==> src/rtl/krypton_vga_pkg.sv <==
// krypton_vga_pkg
// Shared VGA timing constants, framebuffer geometry and scanout slot phases
// for the krypton display path. Also provides the multiplier-free
// framebuffer address helper used by the scanout address generator.
package krypton_vga_pkg;

    localparam int ADDR_W = 16;

    localparam logic [9:0] H_VISIBLE = 10'd640;
    localparam logic [9:0] H_TOTAL   = 10'd800;
    localparam logic [9:0] V_VISIBLE = 10'd480;
    localparam logic [9:0] V_TOTAL   = 10'd525;

    localparam logic [7:0]        FB_LINE_WORDS = 8'd160;
    localparam logic [ADDR_W-1:0] FB_WORDS      = 16'd38400;

    // Slot phases within each 4-pixel group
    localparam logic [1:0] FETCH_PHASE = 2'd1;
    localparam logic [1:0] LOAD_PHASE  = 2'd3;
    localparam logic [9:0] NEXTLINE_H  = H_TOTAL - 10'd3;

    // Last H whose same-line fetch column (H>>2)+1 still lies inside the line (633)
    localparam logic [9:0] LAST_SAME_H = {FB_LINE_WORDS - 8'd2, FETCH_PHASE};

    // Word address of framebuffer row y, column fc: y*160 + fc as (y<<7)+(y<<5)+fc
    function automatic logic [ADDR_W-1:0] fb_addr(input logic [7:0] y, input logic [7:0] fc);
        logic [ADDR_W-1:0] y_w;
        y_w = {8'd0, y};
        return (y_w << 7) + (y_w << 5) + {8'd0, fc};
    endfunction

endpackage

==> src/rtl/krypton_scan_addrgen.sv <==
// krypton_scan_addrgen
// Combinational scanout slot decoder. From the sync generator counters it
// decides whether the current cycle is a reserved scanout fetch slot and
// which framebuffer word to fetch.
// Ports:
//   hcount, vcount : H/V counters of the cycle being decided
//   fetch_en       : this cycle is a scanout fetch slot
//   fetch_addr     : VRAM word address to fetch (meaningful when fetch_en)
module krypton_scan_addrgen
    import krypton_vga_pkg::*;
(
    input  logic [9:0]        hcount,
    input  logic [9:0]        vcount,
    output logic              fetch_en,
    output logic [ADDR_W-1:0] fetch_addr
);

    logic [9:0] next_v_s;
    logic [9:0] line_s;
    logic [7:0] col_s;

    // Slot decode: next-line prefetch of column 0 near end of line, else same-line group prefetch
    always_comb begin
        next_v_s = (vcount == V_TOTAL - 10'd1) ? 10'd0 : vcount + 10'd1;
        fetch_en = 1'b0;
        line_s   = vcount;
        col_s    = 8'd0;
        if (hcount == NEXTLINE_H) begin
            line_s   = next_v_s;
            col_s    = 8'd0;
            fetch_en = (next_v_s < V_VISIBLE);
        end else if ((hcount[1:0] == FETCH_PHASE) && (hcount <= LAST_SAME_H) && (vcount < V_VISIBLE)) begin
            fetch_en = 1'b1;
            col_s    = hcount[9:2] + 8'd1;
        end else begin
            fetch_en = 1'b0;
        end
        // Each framebuffer row is shown on two consecutive display lines
        fetch_addr = fb_addr(line_s[8:1], col_s);
    end

endmodule

==> src/rtl/krypton_vram_arbiter.sv <==
// krypton_vram_arbiter
// Shares a single-port, 1-cycle-latency VRAM between display scanout (fixed
// reserved slots) and a host write port (any non-scanout cycle), and turns
// the fetched words into a 2x-doubled 8bpp pixel stream.
// Ports:
//   i_Clk, i_Rst_n        : pixel clock, synchronous active-low reset
//   i_HCount, i_VCount    : sync generator counters
//   i_Host_Req/Addr/Data  : host write request (held until o_Host_Ack)
//   o_Host_Ack            : one-cycle pulse, request consumed
//   o_Mem_Addr/WrEn/WrData: registered VRAM command
//   i_Mem_RdData          : VRAM read data, one cycle after the address
//   o_Pixel, o_Pixel_Valid: pixel for the previous cycle's counters
module krypton_vram_arbiter
    import krypton_vga_pkg::*;
(
    input  logic              i_Clk,
    input  logic              i_Rst_n,
    input  logic [9:0]        i_HCount,
    input  logic [9:0]        i_VCount,
    input  logic              i_Host_Req,
    input  logic [ADDR_W-1:0] i_Host_Addr,
    input  logic [15:0]       i_Host_Data,
    output logic              o_Host_Ack,
    output logic [ADDR_W-1:0] o_Mem_Addr,
    output logic              o_Mem_WrEn,
    output logic [15:0]       o_Mem_WrData,
    input  logic [15:0]       i_Mem_RdData,
    output logic [7:0]        o_Pixel,
    output logic              o_Pixel_Valid
);

    logic              fetch_en_s;
    logic [ADDR_W-1:0] fetch_addr_s;
    logic              host_win_s;
    logic              visible_s;

    logic              ack_r;
    logic [ADDR_W-1:0] mem_addr_r;
    logic              mem_wren_r;
    logic [15:0]       mem_wrdata_r;
    logic              fetch_d1_r;
    logic              fetch_d2_r;
    logic [15:0]       cur_r;
    logic [7:0]        pixel_r;
    logic              pixel_valid_r;

    krypton_scan_addrgen u_addrgen (
        .hcount     (i_HCount),
        .vcount     (i_VCount),
        .fetch_en   (fetch_en_s),
        .fetch_addr (fetch_addr_s)
    );

    // Host wins non-scanout cycles; a request is ignored in its ack cycle to avoid double writes
    always_comb begin
        host_win_s = i_Host_Req && !ack_r && !fetch_en_s;
        visible_s  = (i_HCount < H_VISIBLE) && (i_VCount < V_VISIBLE);
    end

    // VRAM command register: scanout read, host write, or idle (address held)
    always_ff @(posedge i_Clk) begin
        if (!i_Rst_n) begin
            mem_addr_r   <= 16'd0;
            mem_wren_r   <= 1'b0;
            mem_wrdata_r <= 16'd0;
            ack_r        <= 1'b0;
        end else begin
            ack_r <= host_win_s;
            if (fetch_en_s) begin
                mem_addr_r <= fetch_addr_s;
                mem_wren_r <= 1'b0;
            end else if (host_win_s) begin
                mem_addr_r   <= i_Host_Addr;
                mem_wrdata_r <= i_Host_Data;
                // Out-of-framebuffer writes are acknowledged but dropped
                mem_wren_r   <= (i_Host_Addr < FB_WORDS);
            end else begin
                mem_wren_r <= 1'b0;
            end
        end
    end

    // Track scanout reads through the VRAM latency and capture the returned word
    always_ff @(posedge i_Clk) begin
        if (!i_Rst_n) begin
            fetch_d1_r <= 1'b0;
            fetch_d2_r <= 1'b0;
            cur_r      <= 16'd0;
        end else begin
            fetch_d1_r <= fetch_en_s;
            fetch_d2_r <= fetch_d1_r;
            // Phase gate keeps r_Cur aligned to its group even if the counters jump
            if (fetch_d2_r && (i_HCount[1:0] == LOAD_PHASE)) begin
                cur_r <= i_Mem_RdData;
            end
        end
    end

    // Pixel output: H[1] selects the byte, giving 2x horizontal doubling
    always_ff @(posedge i_Clk) begin
        if (!i_Rst_n) begin
            pixel_r       <= 8'd0;
            pixel_valid_r <= 1'b0;
        end else if (visible_s) begin
            pixel_r       <= i_HCount[1] ? cur_r[15:8] : cur_r[7:0];
            pixel_valid_r <= 1'b1;
        end else begin
            pixel_r       <= 8'd0;
            pixel_valid_r <= 1'b0;
        end
    end

    assign o_Host_Ack    = ack_r;
    assign o_Mem_Addr    = mem_addr_r;
    assign o_Mem_WrEn    = mem_wren_r;
    assign o_Mem_WrData  = mem_wrdata_r;
    assign o_Pixel       = pixel_r;
    assign o_Pixel_Valid = pixel_valid_r;

endmodule
==> config.mk <==
export PLATFORM = sky130hd
export DESIGN_NAME = krypton_vram_arbiter
export DESIGN_NICKNAME = d
export VERILOG_FILES = /design/src/rtl/krypton_vga_pkg.sv /design/src/rtl/krypton_scan_addrgen.sv /design/src/rtl/krypton_vram_arbiter.sv
export SDC_FILE = /design/constraint.sdc
export NUM_CORES = 1
export LEC_CHECK = 0
export ABC_AREA = 1
export ABC_CLOCK_PERIOD_IN_PS = 3050
export CAP_MARGIN = 30
export CORE_UTILIZATION = 30
export CTS_BUF_LIST = sky130_fd_sc_hd__clkbuf_16
export CTS_CLUSTER_DIAMETER = 30
export DETAILED_ROUTE_END_ITERATION = 8
export GPL_TIMING_DRIVEN = 0
export PLACE_DENSITY = 0.61
export SLEW_MARGIN = 0
export SYNTH_ARGS = -nofsm -noshare
export SYNTH_HDL_FRONTEND = slang
export SYNTH_SLANG_ARGS = --single-unit
==> constraint.sdc <==
create_clock -name i_Clk -period 3.05 [get_ports i_Clk]
set_input_delay 0.305 -clock i_Clk [delete_from_list [all_inputs] [get_ports i_Clk]]
set_output_delay 0.305 -clock i_Clk [all_outputs]
set_load 0.03 [all_outputs]
* Word-level counts from Yosys, hierarchy flattened
Cells that the tools add are included.
** Word-level totals
- Output and inout port bits :: 43
- Bits of input ports :: 71
- Register bits :: 61
- Word-level logic and storage cells :: 47
** Cells by class
- Magnitude comparators :: 5
- Reductions and logical operators :: 12
- Equality and inequality tests :: 4
- $add $sub $neg :: 4
- Bitwise gates (word level) :: 3
- Mux-type cells :: 10
** Operators with widths (count)
- $mux 16 :: 2
- $mux 8 :: 3
- $eq 10x10->1 const B :: 2
- $lt 10x9->1 const B :: 2
- $add 15x13->16 :: 1
- $add 16x8->16 :: 1
- $lt 16x16->1 const B :: 1
- $add 10x1->10 const B :: 1
- $le 10x10->1 const B :: 1
- $lt 10x10->1 const B :: 1
- $mux 10 :: 1
- $mux 9 :: 1
- $add 8x1->8 const B :: 1
- $logic_and 1x1->1 :: 6
- $reduce_and 2->1 :: 2
- $mux 1 :: 3
- $not 1->1 :: 3
- $reduce_or 3->1 :: 1
- $eq 2x1->1 const B :: 1
- $eq 2x2->1 const B :: 1
- $logic_not 1->1 :: 2
- $reduce_bool 2->1 :: 1

* Longest topological paths before layout
Gate-level depths: netlist of run 1.
- Depth after elaboration :: 9
- Mapped depth :: 22
- Depth with buffers taken out :: 22

* Cells and area by module
From an unflattened synthesis of run 1, not the netlist that was laid out.
** Unflattened totals
- Cells, all modules :: 562
- Area, all modules :: 3736.1 um^2
** Modules (own cells, without submodules)
- krypton_vram_arbiter :: cells an instance 376, times used 1, seq. area each 1221.2 um^2, area each 2675.1 um^2
- krypton_scan_addrgen :: cells an instance 186, times used 1, seq. area each 0.0 um^2, area each 1061.0 um^2

* Least setup slack after synthesis of run 1
No wires, ideal clock.
- Path kind :: input port to flip-flop
- Start :: in i_HCount[2]
- End :: reg mem_addr_r[12], in the netlist o_Mem_Addr[12]
- Buffers on the path :: 0
- Stages on the path :: 21
- Setup time :: 0.058 ns
- Slack :: -0.073 ns
- Arrival :: 3.065 ns
- Data required time :: 2.992 ns
- Cell sequence :: ha_1 > nand2_1 > inv_2 > nand3_1 > nor2_4 > inv_1 > o21bai_1 > nand3_1 > fa_1 > inv_1 > fa_1 > nand2_1 > inv_1 > o21ai_0 > nand2_1 > nand2_1 > nand2_1 > a21oi_1 > xnor2_1 > nand2_1 > nand2_1
** On the way
- Cells in the longest elaborated chain, start to end :: 8
- Elaborated cells on any way between the ends :: 16
- Classes of those cells :: add/sub (3); order compare (1); eq/ne (1); mux (6); reduce/logical (5)
** RTL lines
- start, declared :: line krypton_vram_arbiter.sv:18 : input logic [9:0] i_HCount,
- branches (longest 8 deep; another with $add 15x13->16)
- end signal, assigned :: line krypton_vram_arbiter.sv:70 : mem_addr_r <= fetch_addr_s;
- end signal, assigned :: line krypton_vram_arbiter.sv:73 : mem_addr_r <= i_Host_Addr;
- end, declared :: line krypton_vram_arbiter.sv:38 : logic [ADDR_W-1:0] mem_addr_r;
Several ways; the timed one is not identified.
A chain may end at the register's enable or synchronous reset.

* Worst setup path after layout of run 1
- Start :: in i_HCount[2]
- End :: reg mem_addr_r[13], in the netlist o_Mem_Addr[13]
The elaborated chain is that of the path after synthesis.

==> impl_metrics.yaml, run 1 <==
run_status:
  outcome: "complete, no violations"
critical_path:
  crit_top_cell: "nand3_1"
  worstSetupEndpointType: "flop"
  r2r-start: "o_Host_Ack"
  rr_worst_depth: 6
  crit_type: "in2reg"
  required_ns: 3.26
  critPathLaunchType: "input pin"
  reg2reg_slack_ns: 1.43
  critPathArrivalTime_ns: 3.03
  path_depth: 19
  cp_slowest_cell: "ha_1"
  critPathTopFamily: "simple AND/OR/NAND/NOR gates"
  crit_fanout: 6
  path_cells: "buf_2, ha_4, nand2_2, inv_2, nand3_2, nor2_4, buf_6, nand3_1, o211ai_1, inv_1, ha_1, ha_1, a21o_1, o21bai_1, nand3_1, nand2_1, or2_2, nand3_1, nand2_1"
  slowest_delay_ns: 0.34
  r2r_end: "o_Mem_WrData[10]"
  crit_buf_inv: 4
timing:
  rsz0062_at_grt: "no"
  tightest_slew_ns: 0.597
  fmax_mhz: 355
  slew_headroom_pct: 60.2
  final_max_slew_viol_count: 0
  skew_ns: 0.00662
  timing.final.crit_share_pct: 92.3
  finalSetupViolCount: 0
  layout_min_cycle_time_ns: 2.82
  hold_violations: 0
finish:
  fillCellCount: 1190
  drive_gt1_share_pct: 12.0
  multi_input_area_um2: 2030
  diodes: 0
  regArea_um2: 1220
  fin_cells: 804
  design_area_um2: 5270
  nNetsFinal: 748
  area_growth_pct: 49.3
synth:
  ys_seq_area_share_pct: 34.6
  ys_async_sr_fraction_pct: 0
  ys.flop_type: "dfxtp_1"
  ys_ff_latch: 61
  yosysWarnings: 0
  syn_nets: 614
  synth-edff-count: 0
  syn_avg_cell_area_um2: 6.76
  ys_types: 39
  synthCells: 522
  syn-cell-area_um2: 3530
pwr:
  vdd_drop_max_uv: 340
  powerDensity_nw_per_um2: 442
  total_power_mw: 2.33
  leakage_nw: 2.38
global_routing:
  grt_max_degree: 11
  grt_pass1_vias: 3851
  antenna_found_initial: 0
  overflow: 0
  globalRouteTotalUtil_pct: 17.6
  grt_pass1_wl_um: 17600
floorplan:
  chipHeight_um: 110
  die_area_um2: 12200
  start_util_pct: 30.9
  core_um2: 11400
  dieWidth_um: 110
  core.rowCount: 39
  num_io_pins: 114
clock_network:
  cts_root_buffer: "clkbuf_16"
  cts_max_path_buffers: 2
  cts_sinks: 61
  cts_hold_buffers: 0
  htreeDepth: 3
  cts_tree: "done"
  path_clk_slew_ns: 0.05
  cts_buffers: 9
  clk_latency_ns: 0.32
drt:
  ant_nets: 0
  num_vias: 3777
  wl_per_cell_um: 12.9
  drt_pre_antenna_iters: 4
  drtIter0Drc: 211
  drt_wl_total_um: 10400
  drc: 0
  vias_per_cell: 4.70
placed_design:
  placed_cell_area_um2: 4840
  dp.cells: 777
  globalplace.congestion: 0.890
  portBuffers: 112
  hpwl_um: 8010
worst_hold_path:
  hold_start: "i_HCount[7]"
  hp-class: "in2reg"
  hold_path_end: "o_Pixel_Valid"
  hold_path_depth: 4
job:
  maxCapViolCount: 0
[cell families after synthesis]
| group | Yosys count | synth area share, % |
|---|---|---|
| AND/OR/NAND/NOR | 247 | 31.4 |
| AO/OA/AOI/OAI | 92 | 13.9 |
| XOR/XNOR | 6 | 1.49 |
| flip-flops | 61 | 34.6 |
| buffers and inverters | 95 | 10.7 |
| adder cells (fa/ha/maj) | 21 | 7.88 |
[Yosys cell counts (3+ instances only)]
| cell | count | share of area [%] |
|---|---|---|
| dfxtp_1 | 61 | 35 |
| buf_2 | 3 | 0.43 |
| ha_1 | 19 | 6.7 |
| inv_1 | 74 | 7.9 |
| clkbuf_1 | 12 | 1.3 |
| a21oi_1 | 51 | 7.2 |
| o21ai_0 | 25 | 3.5 |
| nand4_1 | 19 | 3.4 |
| o21ai_1 | 4 | 0.57 |
| nor3_1 | 3 | 0.43 |
| nand2_1 | 129 | 14 |
| xor2_1 | 4 | 0.99 |
| nor2_1 | 51 | 5.4 |
| o21bai_1 | 4 | 0.85 |
| nand3_1 | 30 | 4.3 |
[per-layer routing]
| metal | vias up | global-route usage, % | wire, µm |
|---|---|---|---|
| li1 | 1946 | - | - |
| met1 | 1699 | 22.1 | 4740 |
| met2 | 109 | 30.1 | 4850 |
| met3 | 23 | 4.23 | 582 |
| met4 | 0 | 4.00 | 198 |
| met5 | - | 0 | 0 |
[placed cells by master, fill, tap and decap left out, drive strengths merged]
cell,netlist,layout
o211ai,1,1
ha,19,19
clkbuf,12,29
a21o,2,2
nor3b,1,1
o21bai,4,4
nor2,55,55
dlygate4sd2,0,5
a211oi,1,1
fa,2,2
inv,76,77
buf,7,20
or2,1,1
nor3,3,3
clkdlybuf4s15,0,1
dfxtp,61,61
clkinvlp,0,1
o31ai,1,1
a21oi,52,52
xnor2,2,2
nand3,32,32
xor2,4,4
nand2,133,133
a21boi,1,1
nor4,1,1
clkdlybuf4s50,0,93
o21ai,29,29
nand3b,2,2
dlymetal6s2s,0,3
nand4,19,19
clkinv,0,4
a31oi,1,1
bufinv,0,1
[repair_timing]
item,CTS,global route
setup buffers,4,7
setup endpoints to repair,9,5
pin swaps,11,13
endpoints found under the hold margin,0,0
resized for setup,39,38
cloned,0,0
[flip-flops by register name (all words and copies together) (netlist names)]
signal,cells
fetch_d1_r,1
o_Mem_WrData,16
o_Mem_WrEn,1
o_Pixel_Valid,1
cur_r,16
fetch_d2_r,1
o_Host_Ack,1
o_Mem_Addr,16
o_Pixel,8
[cell type report]
class,instances,share of cell area [%]
multi-input cells,366,38.6
flip-flops and latches,61,23.2
repair buffers,123,22.0
inverters,76,5.42
clock buffers,9,4.28
well taps,143,3.40
plain buffers,19,1.97
clock inverters,7,1.09
[worst max-delay path by stage]
| stage | end | start | slack, ns |
|---|---|---|---|
| after global routing | o_Mem_Addr[12] | i_HCount[5] | 0.006 |
| after detailed placement | o_Mem_Addr[14] | i_HCount[3] | -0.91 |
| final | o_Mem_Addr[13] | i_HCount[2] | 0.23 |
| after floorplan | o_Mem_Addr[12] | i_HCount[2] | 0.01 |
| after CTS | o_Mem_Addr[14] | i_HCount[2] | 0.02 |
| after global placement | o_Mem_Addr[12] | i_HCount[3] | -0.91 |
[report_power, final]
group          total, mW  switching, mW  leakage [nW]  internal, mW
sequential         0.851         0.0181         0.498         0.833
combinational      0.517          0.288          1.74         0.229
clock              0.961          0.343         0.139         0.618
total               2.33          0.649          2.38          1.68
[worst reg2reg max path: stages (launching register included)]
cell and delay [ns]:
dfxtp_1 0.30, nor2_1 0.13, buf_1 0.49, nand3_4 0.21
buf_4 0.23, nand2_1 0.06, a21oi_1 0.06
[per-stage QoR]
stage          setup TNS, ns  worst slack [ns]  utilization [%]  hold slack (ns)
2_1_floorplan              0            0.0144                -            0.390
3_5_place_dp           -6.21            -0.906             42.4            0.410
5_1_grt                    0           0.00605             46.1            0.401
6_report                   0             0.234             46.1            0.370
4_1_cts                    0            0.0163             45.5            0.428
3_3_place_gp           -6.11            -0.906             42.4            0.412
Note: power is estimated with default switching activity, not from simulation.
==> run 2, diff against run 1 <==
--- a/config.mk
+++ b/config.mk
@@ -8,13 +8,14 @@
 export ABC_AREA = 1
 export ABC_CLOCK_PERIOD_IN_PS = 3050
 export CAP_MARGIN = 30
-export CORE_UTILIZATION = 30
+export CORE_UTILIZATION = 42
 export CTS_BUF_LIST = sky130_fd_sc_hd__clkbuf_16
 export CTS_CLUSTER_DIAMETER = 30
+export CTS_CLUSTER_SIZE = 24
 export DETAILED_ROUTE_END_ITERATION = 8
 export GPL_TIMING_DRIVEN = 0
-export PLACE_DENSITY = 0.61
-export SLEW_MARGIN = 0
+export PLACE_DENSITY = 0.8
+export SLEW_MARGIN = 20
 export SYNTH_ARGS = -nofsm -noshare
 export SYNTH_HDL_FRONTEND = slang
 export SYNTH_SLANG_ARGS = --single-unit
==> impl_metrics.yaml, run 2 (same netlist as run 1, synthesis figures left out) <==
floorplan:
  dieWidth_um: 93.6
  start_util_pct: 43.1
  die_area_um2: 8770
  num_io_pins: 114
  core_um2: 8180
  chipHeight_um: 93.6
  core.rowCount: 33
critical_path:
  path_cells: "buf_4, ha_4, nand2_4, inv_4, buf_4, buf_4, nand3_1, nor2_1, xnor2_1, nor2_1, ha_4, ha_4, fa_2, nand2_1, inv_1, o21ai_1, nand2_1, nand2_1, nand2_1, a21oi_2, xnor2_1, nand2_1, nand2_1"
  r2r-start: "o_Host_Ack"
  slowest_delay_ns: 0.38
  cp_slowest_cell: "fa_2"
  crit_fanout: 3
  critPathLaunchType: "input pin"
  critPathTopFamily: "adder cells"
  setup.worst_path.start: "i_HCount[3]"
  required_ns: 3.33
  crit_type: "in2reg"
  reg2reg_slack_ns: 1.42
  worstSetupEndpointType: "flop"
  crit_buf_inv: 5
  critPathArrivalTime_ns: 3.13
  crit_top_cell: "nand2_1"
timing:
  layout_min_cycle_time_ns: 2.85
  slew_headroom_pct: 60.7
  setup_slack_ns: 0.195
  setup_tns_ns: 0
  tightest_slew_ns: 0.589
  finalSetupViolCount: 0
  skew_ns: 0.00746
  hold_violations: 0
  timing.final.crit_share_pct: 93.6
  hold_slack_ns: 0.370
  final_max_slew_viol_count: 0
  fmax_mhz: 350
global_routing:
  antenna_found_initial: 0
  grt_pass1_vias: 3678
  grt_pass1_wl_um: 16400
  globalRouteTotalUtil_pct: 24.0
  overflow: 0
  grt_max_degree: 12
clock_network:
  clk_latency_ns: 0.33
  htreeDepth: 3
  cts_tree: "done"
  path_clk_slew_ns: 0.05
  cts_sinks: 61
  cts_buffers: 9
  cts_root_buffer: "clkbuf_16"
  cts_max_path_buffers: 2
drt:
  drt_wl_total_um: 10500
  num_vias: 3912
  wl_met1_um: 4520
  wl_per_cell_um: 13.7
  drtIter0Drc: 198
  ant_nets: 0
  drt_pre_antenna_iters: 5
  met2_length_um: 5030
  top_layer: "met4"
  vias_per_cell: 5.11
  drc: 0
  dr_wl_met3_um: 744
finish:
  nNetsFinal: 747
  final_common_cell: "nand2_1"
  area_growth_pct: 49.3
  diodes: 0
  design_area_um2: 5270
  final_cell_mix: "126 x nand2_1, 93 x clkdlybuf4s50_1, 67 x inv_1"
  final_util_pct: 64.4
  drive_gt1_share_pct: 12.1
  fin_cells: 765
placed_design:
  hpwl_um: 7650
  globalplace.congestion: 0.885
  placed_cell_area_um2: 4790
  post-place-ws_ns: -0.945
  portBuffers: 112
  dp.cells: 739
pwr:
  powerDensity_nw_per_um2: 467
  leakage_nw: 2.39
  total_power_mw: 2.46
  vdd_drop_max_uv: 283
job:
  maxCapViolCount: 0
worst_hold_path:
  hp-class: "in2reg"
  hold_start: "i_HCount[9]"
run_status:
  outcome: "complete, no violations"
==> run 2: final timing paths <==
path	end	cells after the start
worst max-delay path	o_Mem_Addr[12]	23
worst min-delay path	o_Pixel_Valid	4
worst max register to register	o_Mem_WrData[15]	6
worst min register to register	fetch_d2_r	2
==> run 2: area by class of cell <==
| type | count | area, µm² |
|---|---|---|
| clock buffers | 9 | 225 |
| inverters | 76 | 290 |
| clock inverters | 7 | 91.3 |
| fillers | 705 | 2910 |
| plain buffers | 19 | 104 |
| well taps | 105 | 131 |
| flip-flops and latches | 61 | 1220 |
| repair buffers | 122 | 1150 |
| multi-input cells | 366 | 2050 |
==> run 2: worst min-delay path: cells and delay by family <==
| kind | cells | cell delay (ns) |
|---|---|---|
| compound gates | 1 | 0.10 |
| buf+inv | 2 | 0.19 |
| simple gates | 1 | 0.05 |
==> run 2: timing repair <==
action                                  in CTS  in global routing
resized for setup                           35                 52
endpoints found under the setup margin       9                  6
setup buffers                                7                  3
endpoints found under the hold margin        0                  0
hold buffers                                 0                  0
pin swaps                                    8                 19
==> run 2: layer usage <==
| metal | GRT usage [%] | vias up |
|---|---|---|
| li1 | - | 1951 |
| met1 | 29.5 | 1790 |
| met2 | 41.0 | 151 |
| met3 | 4.80 | 20 |
| met4 | 9.62 | 0 |
| met5 | 0 | - |
==> run 2: where the power goes <==
group	total, mW	switching [mW]	internal [mW]
registers	0.852	0.0193	0.832
logic	0.522	0.292	0.230
clock network	1.08	0.373	0.710
